[src/rtl/tz_glyph_fetcher.sv]
// Fetches one 32-row glyph from a pipelined block ROM and hands rows to a
// consumer through a small credit-checked row buffer with ready/valid flow.
module tz_glyph_fetcher #(
    parameter int ROM_LATENCY = 2,
    parameter int FIFO_DEPTH  = 4
) (
    input  logic        clka,
    input  logic        rsta,
    input  logic        start,
    input  logic [1:0]  glyph_sel,
    output logic        busy,
    output logic        done,
    output logic        rom_ena,
    output logic        rom_regcea,
    output logic [6:0]  rom_addra,
    input  logic [31:0] rom_douta,
    output logic [31:0] row_data,
    output logic [4:0]  row_idx,
    output logic        row_valid,
    input  logic        row_ready
);
    localparam int AW = (FIFO_DEPTH > 1) ? $clog2(FIFO_DEPTH) : 1;
    localparam int CW = AW + 1;
    localparam logic [CW:0] DEPTH_W = (CW+1)'(FIFO_DEPTH);

    typedef enum logic [1:0] {
        IDLE  = 2'd0,
        FETCH = 2'd1,
        DRAIN = 2'd2
    } state_t;

    state_t          state_reg, state_next;
    logic [1:0]      glyph_reg;
    logic [4:0]      row_cnt_reg;
    logic [6:0]      last_addr_reg;
    logic            pipe_valid_reg [ROM_LATENCY];
    logic [4:0]      pipe_tag_reg   [ROM_LATENCY];
    logic [CW-1:0]   inflight_reg;
    logic [CW-1:0]   fifo_count_reg;
    logic [AW-1:0]   wr_ptr_reg, rd_ptr_reg;
    logic [31:0]     fifo_data_mem [FIFO_DEPTH];
    logic [4:0]      fifo_idx_mem  [FIFO_DEPTH];

    logic            accept, issue, arrive, pop;
    logic [CW:0]     occupancy;

    // Credits count both reads still in the ROM pipe and rows already buffered,
    // so an arriving row always finds a free slot.
    assign occupancy = {1'b0, inflight_reg} + {1'b0, fifo_count_reg};
    assign arrive    = pipe_valid_reg[ROM_LATENCY-1];
    assign row_valid = (fifo_count_reg != '0);
    assign pop       = row_valid & row_ready;

    always_comb begin
        state_next = state_reg;
        accept     = 1'b0;
        issue      = 1'b0;
        done       = 1'b0;
        case (state_reg)
            IDLE: begin
                if (start) begin
                    accept     = 1'b1;
                    state_next = FETCH;
                end
            end
            FETCH: begin
                if (occupancy < DEPTH_W) begin
                    issue = 1'b1;
                    if (row_cnt_reg == 5'd31) begin
                        state_next = DRAIN;
                    end
                end
            end
            DRAIN: begin
                if ((inflight_reg == '0) && (fifo_count_reg == '0)) begin
                    done       = 1'b1;
                    state_next = IDLE;
                end
            end
            default: state_next = IDLE;
        endcase
    end

    assign busy       = (state_reg != IDLE);
    assign rom_regcea = (state_reg != IDLE);
    assign rom_ena    = issue;
    assign rom_addra  = (state_reg == IDLE) ? 7'd0 :
                        issue ? {glyph_reg, row_cnt_reg} : last_addr_reg;

    always_ff @(posedge clka or posedge rsta) begin
        if (rsta) begin
            state_reg <= IDLE;
        end else begin
            state_reg <= state_next;
        end
    end

    always_ff @(posedge clka or posedge rsta) begin
        if (rsta) begin
            glyph_reg     <= '0;
            row_cnt_reg   <= '0;
            last_addr_reg <= '0;
        end else if (accept) begin
            glyph_reg     <= glyph_sel;
            row_cnt_reg   <= '0;
            last_addr_reg <= {glyph_sel, 5'd0};
        end else if (issue) begin
            row_cnt_reg   <= row_cnt_reg + 5'd1;
            last_addr_reg <= {glyph_reg, row_cnt_reg};
        end
    end

    // Tag pipeline mirrors the ROM latency; the tag is the row number at issue.
    always_ff @(posedge clka or posedge rsta) begin
        if (rsta) begin
            for (int i = 0; i < ROM_LATENCY; i++) begin
                pipe_valid_reg[i] <= 1'b0;
                pipe_tag_reg[i]   <= '0;
            end
        end else begin
            pipe_valid_reg[0] <= issue;
            pipe_tag_reg[0]   <= row_cnt_reg;
            for (int i = 1; i < ROM_LATENCY; i++) begin
                pipe_valid_reg[i] <= pipe_valid_reg[i-1];
                pipe_tag_reg[i]   <= pipe_tag_reg[i-1];
            end
        end
    end

    always_ff @(posedge clka or posedge rsta) begin
        if (rsta) begin
            inflight_reg <= '0;
        end else begin
            case ({issue, arrive})
                2'b10:   inflight_reg <= inflight_reg + CW'(1);
                2'b01:   inflight_reg <= inflight_reg - CW'(1);
                default: inflight_reg <= inflight_reg;
            endcase
        end
    end

    always_ff @(posedge clka or posedge rsta) begin
        if (rsta) begin
            wr_ptr_reg     <= '0;
            rd_ptr_reg     <= '0;
            fifo_count_reg <= '0;
        end else begin
            if (arrive) begin
                wr_ptr_reg <= wr_ptr_reg + AW'(1);
            end
            if (pop) begin
                rd_ptr_reg <= rd_ptr_reg + AW'(1);
            end
            case ({arrive, pop})
                2'b10:   fifo_count_reg <= fifo_count_reg + CW'(1);
                2'b01:   fifo_count_reg <= fifo_count_reg - CW'(1);
                default: fifo_count_reg <= fifo_count_reg;
            endcase
        end
    end

    always_ff @(posedge clka) begin
        if (arrive) begin
            fifo_data_mem[wr_ptr_reg] <= rom_douta;
            fifo_idx_mem[wr_ptr_reg]  <= pipe_tag_reg[ROM_LATENCY-1];
        end
    end

    // Head is gated so stale buffer contents never show while empty or in reset.
    assign row_data = row_valid ? fifo_data_mem[rd_ptr_reg] : 32'd0;
    assign row_idx  = row_valid ? fifo_idx_mem[rd_ptr_reg]  : 5'd0;

endmodule

[config.mk]
export PLATFORM = sky130hd
export DESIGN_NAME = tz_glyph_fetcher
export DESIGN_NICKNAME = d
export VERILOG_FILES = /design/src/rtl/tz_glyph_fetcher.sv
export SDC_FILE = /design/constraint.sdc
export NUM_CORES = 1
export LEC_CHECK = 0
export CORE_ASPECT_RATIO = 1.75
export CORE_MARGIN = 2
export CORE_UTILIZATION = 50
export DETAILED_ROUTE_END_ITERATION = 10
export PLACE_DENSITY_LB_ADDON = 0.2
export SETUP_SLACK_MARGIN = 0.2
export SLEW_MARGIN = 0
export SYNTH_ARGS = -nofsm -noshare
export SYNTH_HDL_FRONTEND = slang
export SYNTH_SLANG_ARGS = --single-unit
[constraint.sdc]
create_clock -name clka -period 2.4 [get_ports clka]
set_clock_uncertainty 0.2 [all_clocks]
set_input_delay 0.6 -clock clka [delete_from_list [all_inputs] [get_ports clka]]
set_output_delay 0.6 -clock clka [all_outputs]
set_load 0.01 [all_outputs]
* Word-level counts from Yosys, hierarchy flattened
Memory sizes are Yosys's and may differ from the RTL's.
Cells that the tools add are included.
** Word-level totals
- Bits in registers :: 38
- Memory bits (writable) :: 148
- Input port bits :: 38
- Output and inout port bits :: 49
- Logic and storage cells :: 67
- Memories :: 2
** Cells by class
- $add $sub $neg :: 8
- $lt $le $gt $ge :: 1
- Equal/unequal tests :: 11
- Muxes and demuxes :: 22
- Bitwise operators :: 1
- Reduce and logical (&&, ||, !) cells :: 10
** Memories
- fifo_data_mem :: words 4, width 32, rd ports 1, clocked after memory_dff 0, write ports 1, line 41 : logic [31:0] fifo_data_mem [FIFO_DEPTH];
- fifo_idx_mem :: words 4, width 5, rd ports 1, clocked after memory_dff 0, write ports 1, line 42 : logic [4:0] fifo_idx_mem [FIFO_DEPTH];
** Operators by type and width (count)
- two-way mux 32 bit :: 1
- two-way mux 7 bit :: 3
- two-way mux 5 bit :: 3
- one-hot mux 3 bit (2 select lines) :: 2
- two-way mux 1 bit :: 8
- two-way mux 2 bit :: 4
- != test 2 bit (second input constant) :: 4
- nonzero test 2 bit :: 4
- adder 3 x 1 -> 3 bit (second input constant) :: 2
- equality test 2 x 1 -> 1 bit (second input constant) :: 3
- equality test 2 bit (second input constant) :: 3
- logical NOT 3 bit :: 2
- one-hot mux 2 bit (3 select lines) :: 1
- subtractor 3 x 1 -> 3 bit (second input constant) :: 2
- adder 5 x 1 -> 5 bit (second input constant) :: 1
- equality test 5 bit (second input constant) :: 1
- adder 2 x 1 -> 2 bit (second input constant) :: 2
- adder 3 x 3 -> 4 bit :: 1
- < comparator 4 x 3 -> 1 bit (second input constant) :: 1
- AND reduction 4 bit :: 1
- nonzero test 3 bit :: 1
- logical NOT 2 bit :: 1
- AND 1 bit :: 1
- logical AND 1 bit :: 1

* Logic depth before layout (Yosys ltp)
- Word-level depth :: 6
- Mapped depth :: 9
- Mapped depth without buffers :: 8

* Worst setup path before layout
Ideal clock, no wire load.
- Kind :: reg-to-reg
- From :: register inflight_reg[2]
- To :: register inflight_reg[2]
- Library setup time :: 0.125 ns
- Data arrival time :: 2.278 ns
- Slack :: -0.203 ns
- Stages on the path, launching flop included :: 10
- Path buffers :: 1
- Cells stage by stage :: dfrtp_1 -> ha_1 -> nor3_2 -> nand3_1 -> buf_4 -> ha_1 -> fa_1 -> xnor2_1 -> nor2_1 -> xor2_1
** Between the ends
- Cells in the longest elaborated chain, start to end :: 6
** Ends and longest elaborated chain
- start: declaration :: line 38 : logic [CW-1:0] inflight_reg;
- start signal: assignment :: line 135 : 2'b10: inflight_reg <= inflight_reg + CW'(1);
- start signal: assignment :: line 136 : 2'b01: inflight_reg <= inflight_reg - CW'(1);
- start signal: assignment :: line 137 : default: inflight_reg <= inflight_reg;
- adder 3 x 3 -> 4 bit :: line 49 : assign occupancy = {1'b0, inflight_reg} + {1'b0, fifo_count_reg};
- < comparator 4 x 3 -> 1 bit :: line 67 : if (occupancy < DEPTH_W) begin
- two-way mux 1 bit :: line 67
- two-way mux 1 bit :: line 59 : case (state_reg)
- equality test 2 x 1 -> 1 bit or equality test 2 bit (tied branches) :: line 134 : case ({issue, arrive})
- one-hot mux 3 bit (2 select lines) or nonzero test 2 bit (tied branches)
Several ways; a longest one is shown, not always the timed one.
A chain may end at the register's enable or synchronous reset.

* Worst setup path after layout
- From :: register rd_ptr_reg[0]
- To :: output row_data[2]
** Between the ends
- Cells in the longest elaborated chain, start to end :: 2
** Ends and longest elaborated chain
- start: declaration :: line 40 : logic [AW-1:0] wr_ptr_reg, rd_ptr_reg;
- start signal: assignment :: line 152 : rd_ptr_reg <= rd_ptr_reg + AW'(1);
- memory (4 x 32 bit)
- two-way mux 32 bit :: line 170 : assign row_data = row_valid ? fifo_data_mem[rd_ptr_reg] : 32'd0;
- end: declaration :: line 17 : output logic [31:0] row_data,
Every way passes these cells.

==> impl_metrics.yaml <==
yosys:
  ys_seq_area_share_pct: 72.9
  yosys.area.top_type: "edfxtp_1"
  yosys_warnings: 0
  synth_common_cells: "148 x edfxtp_1, 42 x and2_1, 38 x dfrtp_1"
  ys_ff_latch: 186
  synthAdderAreaFrac_pct: 2.23
  synth_top_flop_cell: "edfxtp_1"
  yosys.area.top_type_share_pct: 60.1
  async_flop_share_pct: 20.4
  postSynthAreaPerCell_um2: 18.8
  synth_nets: 444
  yosysMostFrequentCell: "edfxtp_1"
  synth_top_family_by_area: "multiplexers"
  synth_compound_area_share_pct: 2.71
  synthMuxAreaShare_pct: 12.6
  synth_edf_count: 148
  synthSimpleGateAreaFrac_pct: 6.63
  synth_cells: 394
  syn_area_um2: 7400
  synthTopCellsByArea: "edfxtp_1 60%, dfrtp_1 13%, mux4_2 11%"
  synth.distinct_cells: 42
  synth-xor-area-share_pct: 1.07
sta:
  maxSlewViolCount: 0
  hold_viol: 0
  tns_ns: -16.91
  rsz0062_at_grt: "true"
  max-slew-margin-rel_pct: 67.2
  finalWorstSetupSlack_ns: -0.377
  final-setup-viol-count: 51
  period_minus_slack_ns: 2.78
  period_share_pct: 116
  worst_slew_pin_slew_ns: 0.493
  fmax_ghz: 0.360
  finalHoldWorstSlack_ns: 0.148
global_routing:
  grt_max_degree: 39
  grt_pass1_wl_um: 23400
  grt_pass1_vias: 4390
  gr-usage-all-layers_pct: 20.4
  grt_overflow: 0
  antenna_found_initial: 0
finish:
  nets: 603
  antennaDiodeCount: 0
  drive_above_1_share_pct: 43.5
  ff_latch_area_um2: 5400
  finalInstanceArea_um2: 10100
  n_fill_cell: 900
  area_delta_synth_final_pct: 35.9
  largest_reg_flops: 128
  multi_input_area_um2: 2080
worst_setup_path:
  max_stage_delay_ns: 0.51
  critPathCaptureType: "output port"
  r2r_setup_slack_ns: -0.23
  r2r_cells: 12
  crit_path_frequent_cell: "buf_6"
  arrival_ns: 1.98
  path_class: "flip-flop to output port"
  cp-start-kind: "flip-flop"
  r2r-start: "inflight_reg[2]"
  cp_max_fo: 6
  worstPathRequired_ns: 1.60
  crit_chain: "buf_6 -> buf_6 -> buf_12 -> mux4_2 -> and2_4 -> buf_6"
  r2r_end: "inflight_reg[2]"
  critical-path-slowest-cell: "mux4_2"
placed_design:
  globalplace.congestion: 0.773
  port_buffers: 86
  place_hpwl_um: 9090
  placed_area_um2: 8900
floorplan:
  row_count: 58
  ios: 87
  start_util_pct: 51.2
  die_w_um: 96.0
  core_area_um2: 14400
  die_h_um: 165
  die_area_um2: 15800
clocking:
  worst_setup_hold_path_clk_slew_ns: 0.07
  cts_tree: "yes"
  cts.sinks: 186
  hold_buffers: 0
  h-tree-depth: 4
  cts-root-buf: "clkbuf_16"
  cts_made_buffers: 17
  cts_buffer_depth: 2
  clk_latency_ns: 0.42
detailed_routing:
  via_count: 4146
  ant_nets: 0
  dr.pass1.iters: 4
  routedWlPerCell_um: 20.9
  drt_iter0_markers: 225
  drc: 0
  wl_um: 15600
  routed_via_density: 5.56
status:
  status: "finished with violations"
  violations: "setup timing"
power_and_ir_drop:
  peakVddDrop_v: 0.00122
  p_leak_uw: 0.00385
  power_density_nw_per_um2: 1400
flow_run:
  max-cap-violations: 0
worst_hold_path:
  min_from: "pipe_tag_reg[6]"
  min_path_cells: 0
  hold_end: "pipe_tag_reg[1]"
  hp-class: "flip-flop to flip-flop"
## cells by family after synthesis
logic type,Yosys count
flip-flops,186
AND/OR/NAND/NOR,84
multiplexers,47
buffers and inverters,30
AO/OA/AOI/OAI,26
adder cells (fa/ha/maj),12
XOR/XNOR,9
## layout make-up
class                      instances  share of cell area (%)
sequential                       186                    53.7
multi-input combinational        178                    20.7
timing repair buffer             157                    17.1
clock buffer                      18                    4.27
tap                              180                    2.24
clock inverter                    14                    1.42
inverter                          12                   0.448
timing repair inverter             1                  0.0747
## through the flow
stage	power [uW]	setup slack [ns]	std cells	util, %
final	14000	-0.377	746	69.6
after global routing	14700	-0.464	746	69.6
after detailed placement	9950	-0.325	679	61.6
after CTS	13500	-0.382	736	67.7
after global placement	9820	-0.280	679	61.6
after floorplan	7470	0.0112	394	-
## repair_timing
item	4_1_cts	5_1_grt
endpoints found under the setup margin	54	53
setup buffers	21	9
gates resized for setup	260	35
pin swaps	46	5
gates cloned	4	1
## worst max-delay path: cells and delay by family (launching register included)
family | cells | cell delay (ns)
mux | 1 | 0.51
flops | 1 | 0.42
simple gates | 1 | 0.15
buf+inv | 4 | 0.48
## report_power, final
part           switching, uW  total, uW  internal (uW)  leakage (uW)
clock                   1170       2710           1540      0.000272
combinational           2750       6750           4000       0.00176
sequential               356       4560           4210       0.00182
## how the worst max path moves through the flow
stage               depth (start not counted)         endpoint              start
finish                                      6      row_data[2]      rd_ptr_reg[0]
detailed placement                          6     rom_addra[1]  fifo_count_reg[2]
CTS                                         6      row_data[2]      rd_ptr_reg[0]
floorplan                                   9  inflight_reg[2]  fifo_count_reg[2]
global route                                7     rom_addra[6]    inflight_reg[2]
global placement                            6     rom_addra[1]  fifo_count_reg[2]
## placed cells by master (no fill, tap or decap), types with 18 or more instances in the layout
| master | n |
|---|---|
| and2_4 | 29 |
| buf_12 | 18 |
| buf_4 | 32 |
| buf_6 | 47 |
| clkbuf_16 | 18 |
| clkdlybuf4s50_1 | 37 |
| dfrtp_1 | 36 |
| edfxtp_1 | 148 |
| mux4_2 | 37 |
| nand2_1 | 18 |
## metal layers
layer	vias to the layer above	track usage [%]	wire (um)
met5	-	0	0
met4	0	7.14	363
met3	29	4.56	549
met2	110	37.3	8850
met1	2156	22.9	5830
li1	1851	-	-
Power figures use the tool's default switching activity.
